--- config.mk ---
export PLATFORM = sky130hd
export DESIGN_NAME = minibyte_bus_arbiter
export DESIGN_NICKNAME = d
export VERILOG_FILES = /design/src/rtl/minibyte_arb_pkg.sv /design/src/rtl/minibyte_rr_arb2.sv /design/src/rtl/minibyte_bus_arbiter.sv
export SDC_FILE = /design/constraint.sdc
export NUM_CORES = 1
export LEC_CHECK = 0
export CAP_MARGIN = 40
export CORE_AREA = 8 8 65 108
export CTS_CLUSTER_SIZE = 30
export DETAILED_ROUTE_END_ITERATION = 10
export DIE_AREA = 0 0 73 116
export GPL_ROUTABILITY_DRIVEN = 1
export HOLD_SLACK_MARGIN = 0.12
export PLACE_DENSITY = 0.76
export SLEW_MARGIN = 20
export SYNTH_ARGS = -nofsm -noshare
export SYNTH_HDL_FRONTEND = slang
export SYNTH_HIERARCHICAL = 1
export SYNTH_SLANG_ARGS = --single-unit
--- constraint.sdc ---
create_clock -name clk_in -period 1.6 [get_ports clk_in]
set_input_delay 0.4 -clock clk_in [delete_from_list [all_inputs] [get_ports clk_in]]
set_output_delay 0.4 -clock clk_in [all_outputs]
set_load 0.005 [all_outputs]
--- src/rtl/minibyte_arb_pkg.sv ---
// Shared types and encodings for the minibyte two-master bus arbiter.
// Optional build macro used by the arbiter: MINIBYTE_ARB_LOCK_EN.
package minibyte_arb_pkg;

  typedef enum logic [1:0] {
    IDLE = 2'd0,
    ADDR = 2'd1,
    DATA = 2'd2,
    DONE = 2'd3
  } state_t;

  localparam logic OWNER_M0 = 1'b0;
  localparam logic OWNER_M1 = 1'b1;

  localparam logic [1:0] GNT_NONE = 2'b00;
  localparam logic [1:0] GNT_M0   = 2'b01;
  localparam logic [1:0] GNT_M1   = 2'b10;

  // One-hot grant vector for an owner index.
  function automatic logic [1:0] owner_gnt(input logic owner);
    return (owner == OWNER_M1) ? GNT_M1 : GNT_M0;
  endfunction

endpackage

--- src/rtl/minibyte_rr_arb2.sv ---
// Combinational two-way round-robin picker with an optional
// keep-ownership override for the previous owner.
module minibyte_rr_arb2
  import minibyte_arb_pkg::*;
(
  input  logic [1:0] req,
  input  logic       last_owner,
  input  logic       lock,
  output logic       winner,
  output logic       valid
);

  // Pick the requester that did not own the bus last, unless the
  // previous owner holds the lock and is still requesting.
  always_comb begin
    valid  = |req;
    winner = OWNER_M0;
    if (lock && req[last_owner]) begin
      winner = last_owner;
    end else if (req == 2'b11) begin
      winner = ~last_owner;
    end else if (req[1]) begin
      winner = OWNER_M1;
    end else begin
      winner = OWNER_M0;
    end
  end

endmodule

--- src/rtl/minibyte_bus_arbiter.sv ---
// Two-master arbiter for the minibyte external memory/IO bus.
// Each access runs IDLE -> ADDR -> DATA (WAIT_STATES+1 cycles) -> DONE.
// Build macro MINIBYTE_ARB_LOCK_EN enables the owner keep-ownership hint;
// without it the lock inputs are ignored and arbitration is round-robin.
module minibyte_bus_arbiter
  import minibyte_arb_pkg::*;
#(
  parameter int unsigned WAIT_STATES = 1,
  parameter int unsigned ADDR_W      = 7,
  parameter int unsigned DATA_W      = 8
) (
  input  logic              clk_in,
  input  logic              rst_in,
  input  logic              m0_req_in,
  input  logic              m0_we_in,
  input  logic [ADDR_W-1:0] m0_addr_in,
  input  logic [DATA_W-1:0] m0_data_in,
  input  logic              m0_lock_in,
  output logic              m0_ack_out,
  input  logic              m1_req_in,
  input  logic              m1_we_in,
  input  logic [ADDR_W-1:0] m1_addr_in,
  input  logic [DATA_W-1:0] m1_data_in,
  input  logic              m1_lock_in,
  output logic              m1_ack_out,
  output logic [DATA_W-1:0] rdata_out,
  output logic [ADDR_W-1:0] bus_addr_out,
  output logic [DATA_W-1:0] bus_data_out,
  input  logic [DATA_W-1:0] bus_data_in,
  output logic              bus_we_out,
  output logic              bus_drive_out,
  output logic [1:0]        gnt_out,
  output logic              busy_out
);

  localparam logic [2:0] WAIT_INIT = 3'(WAIT_STATES);

  state_t            state;
  logic              owner;
  logic              last_owner;
  logic              lat_we;
  logic [2:0]        wait_cnt;
  logic              lock_flag;

  logic              arb_winner;
  logic              arb_valid;
  logic              sel_we;
  logic [ADDR_W-1:0] sel_addr;
  logic [DATA_W-1:0] sel_data;
  logic              owner_lock;

  minibyte_rr_arb2 u_pick (
    .req        ({m1_req_in, m0_req_in}),
    .last_owner (last_owner),
    .lock       (lock_flag),
    .winner     (arb_winner),
    .valid      (arb_valid)
  );

  // Route the winning master's transaction fields to the latch point.
  always_comb begin
    sel_we   = (arb_winner == OWNER_M1) ? m1_we_in   : m0_we_in;
    sel_addr = (arb_winner == OWNER_M1) ? m1_addr_in : m0_addr_in;
    sel_data = (arb_winner == OWNER_M1) ? m1_data_in : m0_data_in;
  end

`ifdef MINIBYTE_ARB_LOCK_EN
  // The current owner's keep-ownership hint, sampled while in DONE.
  always_comb begin
    owner_lock = (owner == OWNER_M1) ? m1_lock_in : m0_lock_in;
  end
`else
  logic unused_lock;
  assign unused_lock = m0_lock_in ^ m1_lock_in;

  // Lock hint has no effect in this build.
  always_comb begin
    owner_lock = 1'b0;
  end
`endif

  // Access sequencer: arbitration, bus phases, read capture and ack.
  always_ff @(posedge clk_in or negedge rst_in) begin
    if (!rst_in) begin
      state         <= IDLE;
      owner         <= OWNER_M0;
      last_owner    <= OWNER_M1;
      lat_we        <= 1'b0;
      wait_cnt      <= 3'd0;
      lock_flag     <= 1'b0;
      m0_ack_out    <= 1'b0;
      m1_ack_out    <= 1'b0;
      rdata_out     <= '0;
      bus_addr_out  <= '0;
      bus_data_out  <= '0;
      bus_we_out    <= 1'b0;
      bus_drive_out <= 1'b0;
      gnt_out       <= GNT_NONE;
      busy_out      <= 1'b0;
    end else begin
      case (state)
        IDLE: begin
          if (arb_valid) begin
            owner         <= arb_winner;
            lat_we        <= sel_we;
            lock_flag     <= 1'b0;
            bus_addr_out  <= sel_addr;
            bus_data_out  <= sel_we ? sel_data : '0;
            bus_drive_out <= sel_we;
            bus_we_out    <= 1'b0;
            gnt_out       <= owner_gnt(arb_winner);
            busy_out      <= 1'b1;
            state         <= ADDR;
          end
        end
        ADDR: begin
          bus_we_out <= lat_we;
          wait_cnt   <= WAIT_INIT;
          state      <= DATA;
        end
        DATA: begin
          if (wait_cnt == 3'd0) begin
            bus_we_out    <= 1'b0;
            bus_drive_out <= 1'b0;
            if (!lat_we) begin
              rdata_out <= bus_data_in;
            end
            m0_ack_out <= (owner == OWNER_M0);
            m1_ack_out <= (owner == OWNER_M1);
            state      <= DONE;
          end else begin
            wait_cnt <= wait_cnt - 3'd1;
          end
        end
        DONE: begin
          m0_ack_out <= 1'b0;
          m1_ack_out <= 1'b0;
          gnt_out    <= GNT_NONE;
          busy_out   <= 1'b0;
          last_owner <= owner;
          lock_flag  <= owner_lock;
          state      <= IDLE;
        end
      endcase
    end
  end

endmodule

Word-level counts from Yosys, hierarchy flattened
Cells that the tools add are included.
- flip-flop bits (word level): 39
- bits of input ports: 46
- output and inout bits: 30
- word-level logic and storage cells: 73
- equal/unequal tests: 7
- bitwise logic cells: 3
- reductions and logical operators: 17
- mux-type cells: 29
- $lt $le $gt $ge: 1
- add/sub/neg operators: 1
- operators by type and width (kind ; number):
    two-way mux 8 bit ; 2
    two-way mux 1 bit ; 12
    one-hot mux 1 bit (2 select lines) ; 5
    AND reduction 2 bit ; 5
    AND reduction 3 bit ; 3
    two-way mux 2 bit ; 4
    one-hot mux 2 bit (4 select lines) ; 1
    nonzero test 2 bit ; 4
    two-way mux 7 bit ; 1
    == test 2 bit, second input constant ; 3
    inequality test 2 bit, second input constant ; 3
    one-hot mux 3 bit (2 select lines) ; 1
    one-hot mux 2 bit (2 select lines) ; 1
    logical NOT 3 bit ; 1
    two-way mux 3 bit ; 1
    inverter 1 bit ; 3
    one-hot mux 1 bit (3 select lines) ; 1
    nonzero test 3 bit ; 1
    subtractor 3 x 1 -> 3 bit, second input constant ; 1
    == test 2 x 1 -> 1 bit, second input constant ; 1
    logical NOT 2 bit ; 1
    < comparator 1 x 2 -> 1 bit, second input constant ; 1
    OR reduction 2 bit ; 1
    logical AND 1 bit ; 1

Logic depth before layout (Yosys ltp)
- depth after elaboration: 7
- depth in mapped cells: 6
- depth with buffers taken out: 5

Cells and area by module
Netlist, hierarchy kept.
- by module, submodules not included (module ; cells each ; instances ; seq. area each (µm²) ; area each (µm²)):
    minibyte_bus_arbiter ; 164 ; 1 ; 952.2 ; 1834.3
    minibyte_rr_arb2 ; 3 ; 1 ; 0.0 ; 22.5

Worst setup path before layout
No wires, ideal clock.
- path type: flip-flop to flip-flop
- from: register state[0]
- to: register rdata_out[0]
- clock period less this slack: 1630 ps
- path buffers: 0
- setup time: 125 ps
- setup slack: -30 ps
- stages on the path, launching flop included: 6
- required time: 1475 ps
- data arrival time: 1505 ps
- cells stage by stage: dfrtp_1 -> inv_1 -> ha_1 -> inv_1 -> nor3_4 -> mux2_2
- word-level cells in the longest chain between the ends: 2
- RTL lines (what ; line ; source):
    from (decl) ; minibyte_bus_arbiter.sv:38 ; state_t state;
    from (signal assigned) ; minibyte_bus_arbiter.sv:85 ; state <= IDLE;
    from (signal assigned) ; minibyte_bus_arbiter.sv:113 ; state <= ADDR;
    from (signal assigned) ; minibyte_bus_arbiter.sv:119 ; state <= DATA;
    == test 2 bit ; minibyte_bus_arbiter.sv:101 ; case (state)
    AND reduction 3 bit (no line) ; -- ;
    to (signal assigned) ; minibyte_bus_arbiter.sv:126 ; rdata_out <= bus_data_in;
    to (decl) ; minibyte_bus_arbiter.sv:26 ; output logic [DATA_W-1:0] rdata_out,
Every way passes these cells.
A chain may end at the register's enable or synchronous reset.

Worst setup path in the final report
- from: input m1_req_in
- to: register bus_data_out[5]
- word-level cells in the longest chain between the ends: 6
- elaborated cells between the ends (all ways): 12
- those cells by class: eq/ne: 1; mux: 8; reduce/logical: 3
- RTL lines (what ; line ; source):
    from (decl) ; minibyte_bus_arbiter.sv:20 ; input logic m1_req_in,
    two-way mux 1 bit (not written as such) (2 in a row) ; minibyte_rr_arb2.sv:18 ; if (lock && req[last_owner]) begin
    logical AND 1 bit ; minibyte_rr_arb2.sv:18 ;
    two-way mux 1 bit * ; minibyte_rr_arb2.sv:18 ;
    named net arb_winner ; minibyte_bus_arbiter.sv:45 ; logic arb_winner;
    two-way mux 8 bit or two-way mux 1 bit (tied branches) ; minibyte_bus_arbiter.sv:64, minibyte_bus_arbiter.sv:62 ;
    two-way mux 8 bit * ; minibyte_bus_arbiter.sv:108 ; bus_data_out <= sel_we ? sel_data : '0;
    to (signal assigned) ; minibyte_bus_arbiter.sv:108 ;
    to (decl) ; minibyte_bus_arbiter.sv:28 ; output logic [DATA_W-1:0] bus_data_out,
Mark *: on every way through the listed nets, which the timed path passes. The rest lies on a longest branch. The select of a mux whose other input is x is not followed.

==> results.md <==
- VDD IR max: 0.990 mV
- Place WS: -0.283 ns
- RSZ-0062 raised after global routing: true
- Initial DRC Count: 30
- Clk slew on worst S/H paths: 0.08 ns
- Seq cells post-synth: 38
- Top Ports: 76
- Critical-path maximum fanout: 8
- Core ar.: 5540 um^2
- Die area: 8470 um^2
- Fill cells: 495
- GRT overflow: 0
- Syn Area/Cell: 11.1 um^2
- CP max stage cell: clkdlybuf4s50_1
- Crit. End Element: flip-flop
- Global-route wire length before repair: 7.31 mm
- Detail Placement HPWL: 3.70 mm
- Clock root buffer: clkbuf_8
- WL per Instance: 13.9 um
- Hold Fails Final Rpt: 0
- CTS Sinks: 38
- Period utilisation layout: 99.5%
- Worst-Skew Late Latency: 0.29 ns
- Number of global-route vias before repair: 1589
- Initial Util: 33.5%
- Clock buffer count from CTS: 5
- Clk_skew: 0.00460 ns
- Post-Layout Cell Count: 331
- Placed cell count: 320
- Post-Syn Nets: 220
- Final nets: 307
- Leak: 1.42 nW
- CTS tree: yes
- Ratio of cells with drive above 1 in the final layout: 17.3%
- WS Path Type: in2reg
- WL final: 4.61 mm
- Largest net degree at the start of global routing: 33
- PD cells: 1630 nW/um^2
- Slowest stage delay, CP: 0.46 ns
- Max_cap viols: 0
- All-Layer GR Usage: 11.0%
- Area growth syn-to-layout: 58.6%
- Post-Synthesis Cells: 167
- Status: finished clean
- Worst Setup Slack, final: 0.00825 ns
- DIE WIDTH: 73 um
- Post-synthesis sequential area ratio: 51.3%
- Chip Height: 116 um
- Antenna violations before repair: 0
- Yosys warns: 6
- Routed Antenna Nets: 0
- Pwr Total: 0.00479 W
- Hold crit path type: reg2reg
- Antenna diode count: 0
- H-tree depth: 2
- Port bufs: 73
- WP data arrival: 1.76 ns
- Yosys cell types: 33
- Drt drc: 0
- Clock tree buffer depth: 2
- Max-slew violations: 0
- Pre-antenna DRT Iters: 4
- Row cnt: 36
- Peak Freq: 628 MHz
- Via count: 1532
- Critical path launch point type: input port
- Crit path cell chain: clkdlybuf4s50_1 > a21boi_2 > mux2i_2 > buf_4 > o31ai_1
- Area of the mapped netlist: 1860 um^2
- Min Tclk post-route: 1.59 ns
- GP Congestion: 0.787
- Routed vias/inst: 4.63
- Final setup fails: 0
- CP required: 1.77 ns
## timing repair
item	in CTS	in global routing
endpoints found under the hold margin	16	0
setup endpoints to repair	7	29
hold buffers	1	0
resized for setup	1	16
setup buffers	1	1
## synth_stat cells (all sizes together)
master	number	area share [%]
nor3	2	1.1
xor2	1	0.47
or3	1	0.34
buf	3	1.4
o22ai	1	0.34
a2bb2oi	2	0.94
ha	7	4.7
o31ai	8	3.2
conb	1	0.20
a22oi	1	0.40
mux2	11	6.7
xnor2	1	0.47
and3	1	0.34
clkbuf	4	0.81
nor2b	2	0.67
nand2b	2	0.67
a21boi	1	0.40
a21oi	5	1.3
or2	1	0.34
a21o	1	0.40
inv	7	1.4
o32a	1	0.54
dfrtp	37	50
mux2i	19	10
nand3	4	1.1
nand2	25	5.1
dfstp	1	1.4
o21ai	14	3.8
and4bb	1	0.67
nor2	2	0.40
## cell type report
cell class / count / area (um^2) / share of cell area (%)
Timing Repair Buffer: 87 / 913 / 31.0
Clock buffer: 6 / 82.6 / 2.80
Sequential cell: 38 / 952 / 32.3
Inverter: 7 / 26.3 / 0.892
Clock inverter: 2 / 12.5 / 0.425
Tap cell: 76 / 95.1 / 3.23
Multi-Input combinational cell: 115 / 863 / 29.3
## path summary, 6_finish.rpt
path | slack, ns | cells after the start | startpoint | to
min in group asynchronous | 0.58 | 2 | rst_in | busy_out
min | 0.48 | 2 | bus_addr_out[0] | bus_addr_out[0]
min reg2reg | 0.48 | 2 | bus_addr_out[0] | bus_addr_out[0]
max in group asynchronous | 0.56 | 3 | rst_in | bus_addr_out[2]
max | 0.008 | 5 | m1_req_in | bus_data_out[5]
max reg2reg | 0.02 | 5 | last_owner | bus_data_out[5]
## layer usage
layer  track usage [%]  wire [um]  up-vias
met5                 0          0        -
met4              5.11         80        0
met3              3.38        281        6
met2              19.9       2570       47
met1              11.1       1680      720
li1                  -          -      759
## through the flow
stage | TNS (ns) | utilization [%] | hold WS [ns] | area (um^2)
global route | -0.194 | 53.2 | 0.513 | 2950
floorplan | 0 | - | 0.104 | 1860
detailed placement | -5.08 | 50.0 | 0.369 | 2770
finish | 0 | 53.2 | 0.477 | 2950
global placement | -4.80 | 50.0 | 0.367 | 2770
CTS | 0 | 52.2 | 0.483 | 2890
## worst max-delay path, delay by kind of cell
family                 cells  cell delay [ns]
AO/OA/AOI/OAI              2             0.41
buffers and inverters      2             0.66
multiplexers               1             0.29
## state kept, by name (all words and copies together), names as in the netlist
signal,cells
gnt_out,2
bus_drive_out,1
wait_cnt,3
m1_ack_out,1
state,2
m0_ack_out,1
last_owner,1
bus_data_out,8
busy_out,1
rdata_out,8
bus_we_out,1
lat_we,1
bus_addr_out,7
owner,1
## logic make-up (layout without fill, tap and decap cells)
logic type | count (synthesis) | in the layout | synth area share, %
and+or+nand+nor | 41 | 41 | 10.7
DFF | 38 | 38 | 51.3
AOI/OAI and AO/OA | 34 | 34 | 11.4
muxes | 30 | 30 | 17.1
buffers and inverters | 14 | 102 | 3.64
adders and majority gates | 7 | 7 | 4.72
xor gates and xnor gates | 2 | 2 | 0.944
other | 1 | 1 | 0.202
## cell usage in the layout (no fill, tap or decap), drive strengths merged, types with 6 or more instances in the layout
| cell type | netlist | final |
|---|---|---|
| buf | 3 | 14 |
| o21ai | 14 | 14 |
| dfrtp | 37 | 37 |
| nand2 | 25 | 25 |
| ha | 7 | 7 |
| dlymetal6s2s | 0 | 12 |
| mux2 | 11 | 11 |
| clkdlybuf4s50 | 0 | 60 |
| mux2i | 19 | 19 |
| inv | 7 | 7 |
| clkbuf | 4 | 6 |
| o31ai | 8 | 8 |
## power breakdown
part / leakage (nW) / total (W) / internal (W) / switching (W)
combinational: 0.900 / 0.00245 / 0.00142 / 0.00102
clock: 0.0472 / 0.000684 / 0.000346 / 0.000338
sequential: 0.476 / 0.00165 / 0.00141 / 0.000246
total: 1.42 / 0.00479 / 0.00318 / 0.00161
(Power assumes the default switching activity.)
